## config.mk

```make
export PLATFORM = sky130hd
export DESIGN_NAME = neuron_train_sequencer
export DESIGN_NICKNAME = d
export VERILOG_FILES = /design/src/rtl/neuron_train_sequencer.sv
export SDC_FILE = /design/constraint.sdc
export NUM_CORES = 1
export LEC_CHECK = 0
export CAP_MARGIN = 25
export CORE_UTILIZATION = 30
export DETAILED_ROUTE_END_ITERATION = 7
export PLACE_DENSITY = 0.57
export SYNTH_ARGS = -nofsm -noshare
export SYNTH_HDL_FRONTEND = slang
export SYNTH_SLANG_ARGS = --single-unit
```

## constraint.sdc

```tcl
create_clock -name clock -period 2.5 [get_ports clock]
set_input_delay 0.5 -clock clock [delete_from_list [all_inputs] [get_ports clock]]
set_output_delay 0.5 -clock clock [all_outputs]
set_load 0.02 [all_outputs]
```

## src/rtl/neuron_train_sequencer.sv

```systemverilog
// Training-run sequencer for a neuron_learn layer: fetch, settle and learn per sample, per epoch.
// Optional evaluation pass after each epoch when NEURON_TRAIN_SEQ_EVAL_PASS_EN is defined.
module neuron_train_sequencer #(
  parameter int unsigned NUM_SAMPLES   = 16,
  parameter int unsigned SETTLE_CYCLES = 2,
  parameter int unsigned EPOCH_W       = 8,
  parameter int unsigned IDX_W         = (NUM_SAMPLES > 1) ? $clog2(NUM_SAMPLES) : 1
) (
  input  logic               clock,
  input  logic               reset,
  input  logic               start,
  input  logic               abort,
  input  logic [EPOCH_W-1:0] num_epochs,
  output logic               sample_req,
  input  logic               sample_ack,
  output logic [IDX_W-1:0]   sample_idx,
  output logic               layer_valid,
  output logic               layer_learn,
  output logic               busy,
  output logic               done,
  output logic               aborted,
`ifdef NEURON_TRAIN_SEQ_EVAL_PASS_EN
  output logic               eval_phase,
`endif
  output logic [EPOCH_W-1:0] epoch_count
);

  localparam int unsigned CntW = (SETTLE_CYCLES > 1) ? $clog2(SETTLE_CYCLES) : 1;
  localparam logic [CntW-1:0]  SettleLast = CntW'(SETTLE_CYCLES - 1);
  localparam logic [IDX_W-1:0] LastIdx    = IDX_W'(NUM_SAMPLES - 1);

  typedef enum logic [2:0] {
    StIdle   = 3'd0,
    StFetch  = 3'd1,
    StSettle = 3'd2,
    StLearn  = 3'd3,
`ifdef NEURON_TRAIN_SEQ_EVAL_PASS_EN
    StEval   = 3'd5,
`endif
    StFinish = 3'd4
  } state_e;

  state_e             state_q, state_d;
  logic [EPOCH_W-1:0] epochs_q, epochs_d;
  logic [EPOCH_W-1:0] epoch_d, epoch_inc;
  logic [IDX_W-1:0]   idx_d;
  logic [CntW-1:0]    cnt_q, cnt_d;
  logic               aborted_d;
  logic               valid_d;
`ifdef NEURON_TRAIN_SEQ_EVAL_PASS_EN
  logic               eval_q, eval_d;
`endif

  assign epoch_inc = (epoch_count == {EPOCH_W{1'b1}}) ? epoch_count : epoch_count + 1'b1;

  always_comb begin
    state_d   = state_q;
    epochs_d  = epochs_q;
    epoch_d   = epoch_count;
    idx_d     = sample_idx;
    cnt_d     = cnt_q;
    aborted_d = 1'b0;
`ifdef NEURON_TRAIN_SEQ_EVAL_PASS_EN
    eval_d    = eval_q;
`endif
    if (state_q != StIdle && abort) begin
      // Abort freezes counters, including a LEARN cycle already on the wire.
      state_d   = StIdle;
      aborted_d = 1'b1;
`ifdef NEURON_TRAIN_SEQ_EVAL_PASS_EN
      eval_d    = 1'b0;
`endif
    end else begin
      unique case (state_q)
        StIdle: begin
          if (start) begin
            epochs_d = num_epochs;
            epoch_d  = '0;
            idx_d    = '0;
            state_d  = (num_epochs == '0) ? StFinish : StFetch;
          end
        end
        StFetch: begin
          if (sample_ack) begin
            cnt_d   = SettleLast;
`ifdef NEURON_TRAIN_SEQ_EVAL_PASS_EN
            state_d = eval_q ? StEval : StSettle;
`else
            state_d = StSettle;
`endif
          end
        end
        StSettle: begin
          if (cnt_q == '0) state_d = StLearn;
          else             cnt_d   = cnt_q - 1'b1;
        end
        StLearn: begin
          state_d = StFetch;
          if (sample_idx != LastIdx) begin
            idx_d = sample_idx + 1'b1;
          end else begin
            idx_d = '0;
`ifdef NEURON_TRAIN_SEQ_EVAL_PASS_EN
            eval_d = 1'b1;
`else
            epoch_d = epoch_inc;
            if (epoch_inc == epochs_q) state_d = StFinish;
`endif
          end
        end
`ifdef NEURON_TRAIN_SEQ_EVAL_PASS_EN
        StEval: begin
          if (cnt_q != '0) begin
            cnt_d = cnt_q - 1'b1;
          end else begin
            state_d = StFetch;
            if (sample_idx != LastIdx) begin
              idx_d = sample_idx + 1'b1;
            end else begin
              idx_d   = '0;
              eval_d  = 1'b0;
              epoch_d = epoch_inc;
              if (epoch_inc == epochs_q) state_d = StFinish;
            end
          end
        end
`endif
        StFinish: state_d = StIdle;
        default:  state_d = StIdle;
      endcase
    end
  end

`ifdef NEURON_TRAIN_SEQ_EVAL_PASS_EN
  assign valid_d = (state_d == StSettle) || (state_d == StLearn) || (state_d == StEval);
`else
  assign valid_d = (state_d == StSettle) || (state_d == StLearn);
`endif

  // Outputs are registered from the next state so they line up with the state register.
  always_ff @(posedge clock) begin
    if (reset) begin
      state_q     <= StIdle;
      epochs_q    <= '0;
      epoch_count <= '0;
      sample_idx  <= '0;
      cnt_q       <= '0;
      sample_req  <= 1'b0;
      layer_valid <= 1'b0;
      layer_learn <= 1'b0;
      busy        <= 1'b0;
      done        <= 1'b0;
      aborted     <= 1'b0;
`ifdef NEURON_TRAIN_SEQ_EVAL_PASS_EN
      eval_q      <= 1'b0;
      eval_phase  <= 1'b0;
`endif
    end else begin
      state_q     <= state_d;
      epochs_q    <= epochs_d;
      epoch_count <= epoch_d;
      sample_idx  <= idx_d;
      cnt_q       <= cnt_d;
      sample_req  <= (state_d == StFetch);
      layer_valid <= valid_d;
      layer_learn <= (state_d == StLearn);
      busy        <= (state_d != StIdle);
      done        <= (state_d == StFinish);
      aborted     <= aborted_d;
`ifdef NEURON_TRAIN_SEQ_EVAL_PASS_EN
      eval_q      <= eval_d;
      eval_phase  <= eval_d;
`endif
    end
  end

endmodule

```

Word-level counts from Yosys, hierarchy flattened
Cells that the tools add are included.

word-level totals
  register bits = 30
  bits of input ports = 13
  word-level logic and storage cells = 59

cells by class
  add/subtract/negate cells = 3
  equal/unequal tests = 13
  mux-type cells = 19
  bitwise gates (word level) = 1
  reduce and logical (&&, ||, !) cells = 12

operators with widths
  kind                 count
  $mux 8               3
  $mux 3               7
  $pmux 8 s2           1
  $eq 3x2->1 const B   4
  $pmux 3 s4           1
  $reduce_and 3->1     3
  $add 8x1->8 const B  1
  $eq 8x8->1           1
  $eq 8x8->1 const B   1
  $logic_not 8->1      1
  $mux 4               2
  $pmux 4 s2           1
  $eq 3x1->1 const B   2
  $ne 2x2->1 const B   3
  $reduce_bool 3->1    2
  $add 4x1->4 const B  1
  $ne 4x4->1 const B   1
  $reduce_and 4->1     1
  $reduce_bool 2->1    2
  $eq 3x3->1 const B   1
  $logic_not 3->1      1
  $mux 1               3
  $pmux 1 s2           1
  $logic_and 1x1->1    1
  3 further kinds      3

Depth between registers and ports, before layout
Gate-level depths: netlist (run 1).

  depth in word-level cells = 9
  gate-level depth with buffers = 10
  gate-level depth less buffers = 8

Least setup slack after synthesis (run 1)
OpenSTA, ideal clock, no wires.

  path kind = reg-to-reg
  from = register epoch_count[0]
  to = register done
  library setup time = 0.059 ns
  data arrival time = 2.101 ns
  slack = 0.340 ns
  cell stages (with the launch flop) = 11
  path buffers = 2
  clock period less this slack = 2.160 ns
  path through = dfxtp_1 -> ha_1 -> buf_2 -> and4_4 -> buf_6 -> a21oi_1 -> xnor2_1 -> o211ai_1 -> a211o_1 -> nor4_4 -> o21ba_1

between the ends
  cells in the longest elaborated chain, start to end = 8
  elaborated cells on any way between the ends = 9
  those cells by class = add/sub: 1; eq/ne: 3; mux: 5

RTL lines
  what                                              line  text
  start: declaration                                25    output logic [EPOCH_W-1:0] epoch_count
  start signal: assignment                          161   epoch_count <= epoch_d;
  $add 8x1->8 / $eq 8x8->1 (equally long branches)  54    assign epoch_inc = (epoch_count == {EPOCH_W{1'b1}}) ? epoch_count : epoch_count + 1'b1;
  $mux 8 (*)                                        54
  $eq 8x8->1 (*)                                    107   if (epoch_inc == epochs_q) state_d = StFinish;
  $mux 3 (*)                                        107
  $mux 3 (*)                                        99    if (sample_idx != LastIdx) begin
  $pmux 3 s4 (*)                                    74    unique case (state_q)
  $mux 3 (*)                                        66    if (state_q != StIdle && abort) begin
  $eq 3x3->1 (*)                                    168   done <= (state_d == StFinish);
  end signal: assignment                            168
  end: declaration                                  20    output logic done,

Every way passes the cells marked *; elsewhere a longest branch is shown, timed or not.
A chain may end at the register's enable or synchronous reset.

Worst setup path after layout (run 1)
  from = register epoch_count[1]
  to = register done

Same word-level chain as after synthesis.

==> flow_summary.toml, run 1 <==
[global_routing]
grt_overflow = 0
grt.total_usage_pct = 14.88
grt_max_degree = 23
grt_pass1_vias = 1469
grt_antenna_before_repair = 0
grt_pass1_wl_um = 6941

[synthesis]
synth_edf_count = 0
synth-seq-cells = 30
syn_area_mm2 = 0.001693
synthArstFlopShare_pct = 0
avgSynthCellArea_um2 = 8.258
synth_cell_types = 53
yosysWarningCount = 0
ys_seq_area_share_pct = 35.48
synth-main-ff-cell = "dfxtp_1"
syn_nets = 220
syn_inst = 205

[drt]
vias_per_cell = 5.170
drt_wl_total_um = 4047
routedWlPerCell_um = 12.97
vias = 1613
dr.first_iter.drc_count = 94
drtAntennaViolNets = 0
drc = 0
firstDrtPassIters = 4

[layout]
final_area_mm2 = 0.002193
diodes = 0
nFillCells = 560
fin_util_pct = 41.62
multiInputGateArea_mm2 = 0.001008
areaGrowthSynthToFinish_pct = 29.56
seq_area_um2 = 600.6
drive_gt1_share_pct = 12.40
num-nets-final = 256

[placed_design]
dpl-instance-area_mm2 = 0.002102
gp_congestion = 0.8431
portBuffers = 30
dp.final_hpwl_um = 3118

[sta]
tightest_slew_ns = 0.5523
drv_slew = 0
fin_skew_ns = 0.009597
finalHoldViolCount = 0
rsz0062_at_grt = "no"
relSlewSlack_pct = 63.05
min_period_over_period_pct = 85.21
fin_hold_ws_ns = 0.4685
finalSetupTns_ns = 0
fmax_mhz = 469.4
setup_viol = 0
min_period_ns = 2.130

[clock_network]
clock_insertion_delay_worst_skew_ns = 0.28
postCtsSetupBuffers = 0
cts_tree = "yes"
cts_resized = 0
cts.sinks = 30
cts_buffers = 5
path_clk_slew_ns = 0.07
cts-root-buf = "clkbuf_8"
htreeDepth = 2
cts_hold_buf = 0
clk_path_buf_depth = 2

[setup_path]
crit_cells = 8
reg2reg_slack_ns = 0.37
slowest_delay_ns = 0.34
path_cells = "ha_1 -> nand4_1 -> nor2_1 -> a32o_1 -> o211ai_1 -> a211o_1 -> nor4_4 -> o21ba_1"
reg2regPathDepth = 8
critPathKind = "reg2reg"
start_kind = "register"
critPathBufInv = 0
critical-path-top-delay-family = "compound AO/OA/AOI/OAI gates"
slowest_stage = "dfxtp_1"
endpoint_kind = "register"
cp.required_ns = 2.73
crit_fanout = 6
critPathArrivalTime_ns = 2.36

[power]
combinationalPowerShare_pct = 17.8
p_clk_share_pct = 35.4
p_int_uw = 827.1
p_per_area_mw_per_mm2 = 515.1
p_sw_uw = 302.6
peakVddDrop_mv = 0.2521
p_leak_nw = 0.7987
switching_share_pct = 26.78
pwr-share-seq_pct = 46.7

[floorplan]
die_w_um = 77.12
core_mm2 = 0.005270
initial_core_util_pct = 32.12
placementRows = 26
io_pins = 31
fp.dieArea_mm2 = 0.005947
die-height_um = 77.12

[hold_path]
min_path_cells = 2
hp-class = "reg2reg"

[run]
drv_cap = 0

[run_status]
status = "finished, final reports clean"
-- cells in the mapped netlist, drive strengths merged (2+ instances only) --
cell    instances  area share [%]
and3            3             1.2
o21ai          11             3.3
inv             2            0.44
a21boi          3             2.0
nor2           15             3.3
o21a            2            0.89
xor2            4             2.1
a31oi           3             1.1
nor3            8             2.4
clkbuf          6             1.3
nand4           2            0.74
nor4b           2             1.4
a21o            3             1.3
nand2          27             6.1
a211o           2             1.0
buf             8             3.2
or4             2            0.89
a21oi          22             7.2
nand3           8             3.1
dfxtp          30              35
nor3b           2            0.89
a211oi          5             2.2
ha              2             1.5
xnor2           5             2.6
nor4            2             1.6
nand2b          4             1.5
mux2i           2             1.2
nand4b          3             1.6
o211ai          2            0.89
o21ba           2             1.2
-- power by group through the flow --
| stage | clock network [mW] | registers, mW | logic (mW) |
|---|---|---|---|
| detailed placement | 0 | 0.539 | 0.203 |
| floorplan | 0 | 0.540 | 0.122 |
| global placement | 0 | 0.538 | 0.202 |
| finish | 0.400 | 0.528 | 0.202 |
| CTS | 0.419 | 0.528 | 0.204 |
| global route | 0.445 | 0.533 | 0.222 |
-- stage by stage --
step | std cells | total power, mW | setup WS [ns]
2_1_floorplan | 205 | 0.6627 | 0.3404
3_3_place_gp | 304 | 0.7397 | 0.1281
3_5_place_dp | 304 | 0.7413 | 0.1133
4_1_cts | 312 | 1.150 | 0.3571
5_1_grt | 312 | 1.200 | 0.1688
6_report | 312 | 1.130 | 0.3697
-- state kept, by name (all words and copies together), names as in the netlist, 3 cells and up --
register,cells
epoch_count,8
epochs_q,8
state_q,3
sample_idx,4
-- layout make-up --
class,instances,area share [%]
Multi-Input combinational cell,159,45.98
Sequential cell,30,27.38
Timing Repair Buffer,43,18.14
Tap cell,70,3.993
Clock buffer,7,3.936
Inverter,2,0.3423
Clock inverter,1,0.2282
-- layout by cell type, fill, tap and decap left out, types with 6 or more instances in the layout --
cell type	synthesis	final
dfxtp_1	30	30
clkdlybuf4s50_1	0	30
nand2_1	26	26
a21oi_1	21	21
nor2_1	15	15
buf_4	3	13
o21ai_0	10	10
nor3_1	8	8
nand3_1	7	7
clkbuf_8	0	6
-- path summary, 6_finish.rpt --
path,start,end
worst min register to register,epochs_q[3],epochs_q[3]
worst min-delay path,epochs_q[3],epochs_q[3]
worst max-delay path,epoch_count[1],done
worst max register to register,epoch_count[1],done
-- metal layers --
metal	vias up	track usage (%)	wire [um]
li1	812	-	-
met1	743	19.80	2014
met2	53	22.65	1744
met3	5	4.048	229
met4	0	5.660	59
met5	-	0	0
-- kinds of logic after synthesis --
logic type | count (synthesis) | synth area share [%]
buffers and inverters | 16 | 4.952
adders and majority gates | 2 | 1.478
xor gates and xnor gates | 9 | 4.656
AOI/OAI and AO/OA | 61 | 24.10
DFF | 30 | 35.48
and+or+nand+nor | 85 | 28.16
muxes | 2 | 1.183
-- worst reg2reg max path, delay by kind of cell (launching register included) --
family / cells / cell delay (ns)
AOI/OAI and AO/OA: 4 / 0.74
and+or+nand+nor: 3 / 0.73
DFF: 1 / 0.34
adders and majority gates: 1 / 0.29
No activity file was read; power rests on OpenSTA's default activity.
==> inputs of run 2 (changes only) <==
--- a/config.mk
+++ b/config.mk
@@ -7,6 +7,7 @@
 export LEC_CHECK = 0
 export CAP_MARGIN = 25
 export CORE_UTILIZATION = 30
+export CTS_CLUSTER_SIZE = 24
 export DETAILED_ROUTE_END_ITERATION = 7
 export PLACE_DENSITY = 0.57
 export SYNTH_ARGS = -nofsm -noshare
==> results of run 2 <==
No change in the layout: final DEF, timing and power equal those of run 1.
==> inputs of run 3 (changes only) <==
--- a/config.mk
+++ b/config.mk
@@ -5,6 +5,7 @@
 export SDC_FILE = /design/constraint.sdc
 export NUM_CORES = 1
 export LEC_CHECK = 0
+export ABC_AREA = 1
 export CAP_MARGIN = 25
 export CORE_UTILIZATION = 30
 export CTS_CLUSTER_SIZE = 24
==> run 3 against run 2 <==
Effect of this change: clock power barely moved; setup slack improved by 0.13 ns; critical path depth increased by 6; register-to-register slack better by 0.13 ns; sequential cell count stayed put; worst hold slack better by 0.0053 ns; power fell by 0.36%; synthesized area down 7.5%; sequential power barely moved; clock skew decreased by 0.0070 ns; via count fell by 6.3%; die area down 7.3%; critical path type unchanged; largest power group unchanged.
==> flow_summary.toml, run 3 <==
[synthesis]
syn_nets = 243
syn_area_mm2 = 0.001567
yosysWarningCount = 0
synth_edf_count = 0
synth_area_leaders = "dfxtp_1 38%, nand2_1 12%, nand3_1 9.6%, inv_1 7.7%, nor2_1 6.0%"
syn_inst = 228
synth-seq-cells = 30
synth_commonest_cells = "49 x nand2_1, 32 x inv_1, 30 x dfxtp_1, 30 x nand3_1, 25 x nor2_1"
synthArstFlopShare_pct = 0
synth.most_common_cell = "nand2_1"
synth_top_area_share_pct = 38.34
synth-main-ff-cell = "dfxtp_1"
ys_seq_area_share_pct = 38.34
synth_cell_types = 27
synth_largest_area_cell = "dfxtp_1"
avgSynthCellArea_um2 = 6.871

[drt]
firstDrtPassIters = 4
vias_per_cell = 4.554
vias = 1512
routedWlPerCell_um = 11.36
drt_wl_total_um = 3770
drtAntennaViolNets = 0
dr.first_iter.drc_count = 66
drc = 0

[setup_path]
cp.required_ns = 2.67
critical-path-top-delay-family = "simple AND/OR/NAND/NOR gates"
timing.rr.start = "epoch_count[0]"
path_common_cell = "nand2_1"
reg2regPathDepth = 14
path_cells = "ha_1 -> nand2_4 -> nor2_8 -> nand2_1 -> nand2_1 -> nand2_1 -> nand2_1 -> nand3_1 -> nor2_2 -> nand3_1 -> nand2_1 -> nand2_1 -> nand2_2 -> nand3_2"
critPathKind = "reg2reg"
r2r_end = "busy"
reg2reg_slack_ns = 0.50
slowest_delay_ns = 0.45
critPathArrivalTime_ns = 2.17
endpoint_kind = "register"
start_kind = "register"
critPathBufInv = 0
crit_fanout = 7
slowest_stage = "dfxtp_1"

[sta]
fin_skew_ns = 0.002639
min_period_over_period_pct = 80.03
rsz0062_at_grt = "no"
min_period_ns = 2.001
setup_viol = 0
drv_slew = 0
tightest_slew_ns = 0.3515
finalSetupTns_ns = 0
setup_ws_ns = 0.4994
relSlewSlack_pct = 76.40
fmax_mhz = 499.8
finalHoldViolCount = 0

[floorplan]
initial_core_util_pct = 32.10
placementRows = 25
fp.dieArea_mm2 = 0.005515
die-height_um = 74.26
die_w_um = 74.26
io_pins = 31
core_mm2 = 0.004880

[placed_design]
portBuffers = 30
dpl-instance-area_mm2 = 0.001954
dp.final_hpwl_um = 3031
place_inst = 324
gp_congestion = 0.8297
pre_cts_ws_ns = 0.4494

[hold_path]
hold_start = "epochs_q[3]"
hold_end = "epochs_q[3]"
hp-class = "reg2reg"
min_path_cells = 2

[clock_network]
htreeDepth = 2
cts.sinks = 30
cts_hold_buf = 0
cts_tree = "yes"
cts_buffers = 5
clock_insertion_delay_worst_skew_ns = 0.28
path_clk_slew_ns = 0.06
cts-root-buf = "clkbuf_8"
clk_path_buf_depth = 2
postCtsSetupBuffers = 0
cts_resized = 0

[power]
switching_share_pct = 27.69
power_mw = 1.126
peakVddDrop_mv = 0.3509
p_sw_uw = 311.7
p_clk_share_pct = 35.8
p_leak_nw = 0.9080
pwr-share-seq_pct = 47.0
combinationalPowerShare_pct = 17.2
p_per_area_mw_per_mm2 = 550.2
p_int_uw = 813.9

[layout]
final_cell_mix = "49 x nand2_1, 32 x inv_1, 30 x nand3_1, 30 x dfxtp_1, 30 x clkdlybuf4s50_1"
drive_gt1_share_pct = 9.057
seq_area_um2 = 600.6
mostFrequentLayoutCell = "nand2_1"
top_regs = "epoch_count (8), epochs_q (8), sample_idx (4)"
multiInputGateArea_um2 = 834.6
stdcell_count = 332
num-nets-final = 279
diodes = 0
areaGrowthSynthToFinish_pct = 30.59
final_area_mm2 = 0.002046
nFillCells = 532

[run_status]
status = "finished, final reports clean"

[global_routing]
grt.total_usage_pct = 15.18
grt_max_degree = 18
grt_overflow = 0
grt_pass1_vias = 1402
grt_pass1_wl_um = 6272
grt_antenna_before_repair = 0

[run]
drv_cap = 0
run 3: cell count changes in the layout (fill, tap and decap cells not counted), moves of 4 or more:
| cell | before | now |
|---|---|---|
| nand3_1 | 7 | 30 |
| nand2b_1 | 4 | 0 |
| nand2_1 | 26 | 49 |
| a21oi_1 | 21 | 12 |
| buf_4 | 13 | 2 |
| nor2_1 | 15 | 25 |
| nor3_1 | 8 | 4 |
| xnor2_1 | 5 | 1 |
| inv_1 | 2 | 32 |
| xor2_1 | 4 | 0 |
run 3: power groups by stage:
stage               combinational (mW)  clock [mW]  sequential (mW)
finish                           0.194       0.403            0.528
global route                     0.220       0.432            0.532
CTS                              0.197       0.413            0.529
detailed placement               0.196           0            0.539
global placement                 0.195           0            0.539
floorplan                        0.105           0            0.551
run 3: per-layer routing:
metal	wire length [um]	vias to the layer above	global-route usage, %
met5	0	-	0
met4	88	0	7.338
met3	139	9	3.388
met2	1602	33	22.83
met1	1940	647	20.60
li1	-	823	-
run 3: cells by family (layout without fill, tap and decap cells):
| logic type | Yosys count | after routing | share of synthesized area [%] |
|---|---|---|---|
| and+or+nand+nor | 126 | 126 | 38.10 |
| buffers and inverters | 35 | 72 | 8.387 |
| AOI/OAI and AO/OA | 34 | 34 | 13.02 |
| DFF | 30 | 30 | 38.34 |
| adders and majority gates | 2 | 2 | 1.597 |
| xor gates and xnor gates | 1 | 1 | 0.5592 |
run 3: tightest hold or removal path, cell delays in order (launching register included):
cell,delay [ns]
dfxtp_1,0.31
inv_1,0.06
a21oi_1,0.05
run 3: cell type report:
| class | instances | share of cell area, % |
|---|---|---|
| multi-input combinational | 163 | 40.80 |
| clock buffer | 7 | 4.220 |
| sequential | 30 | 29.36 |
| inverter | 32 | 5.872 |
| clock inverter | 1 | 0.2446 |
| timing repair buffer | 32 | 15.41 |
| tap | 67 | 4.098 |
run 3: worst max-delay path by stage:
stage / start / to / slack [ns] / cells after the start
finish: epoch_count[0] / busy / 0.50 / 14
global route: epoch_count[0] / busy / 0.27 / 14
CTS: epoch_count[0] / busy / 0.48 / 14
detailed placement: num_epochs[6] / busy / 0.45 / 9
global placement: num_epochs[6] / busy / 0.47 / 9
floorplan: epoch_count[0] / busy / 0.63 / 14
run 3: metrics by stage:
step	hold slack [ns]	util [%]
3_5_place_dp	0.4665	40.05
5_1_grt	0.5020	41.92
4_1_cts	0.4755	41.92
2_1_floorplan	0.4398	-
6_report	0.4738	41.92
3_3_place_gp	0.4581	40.05
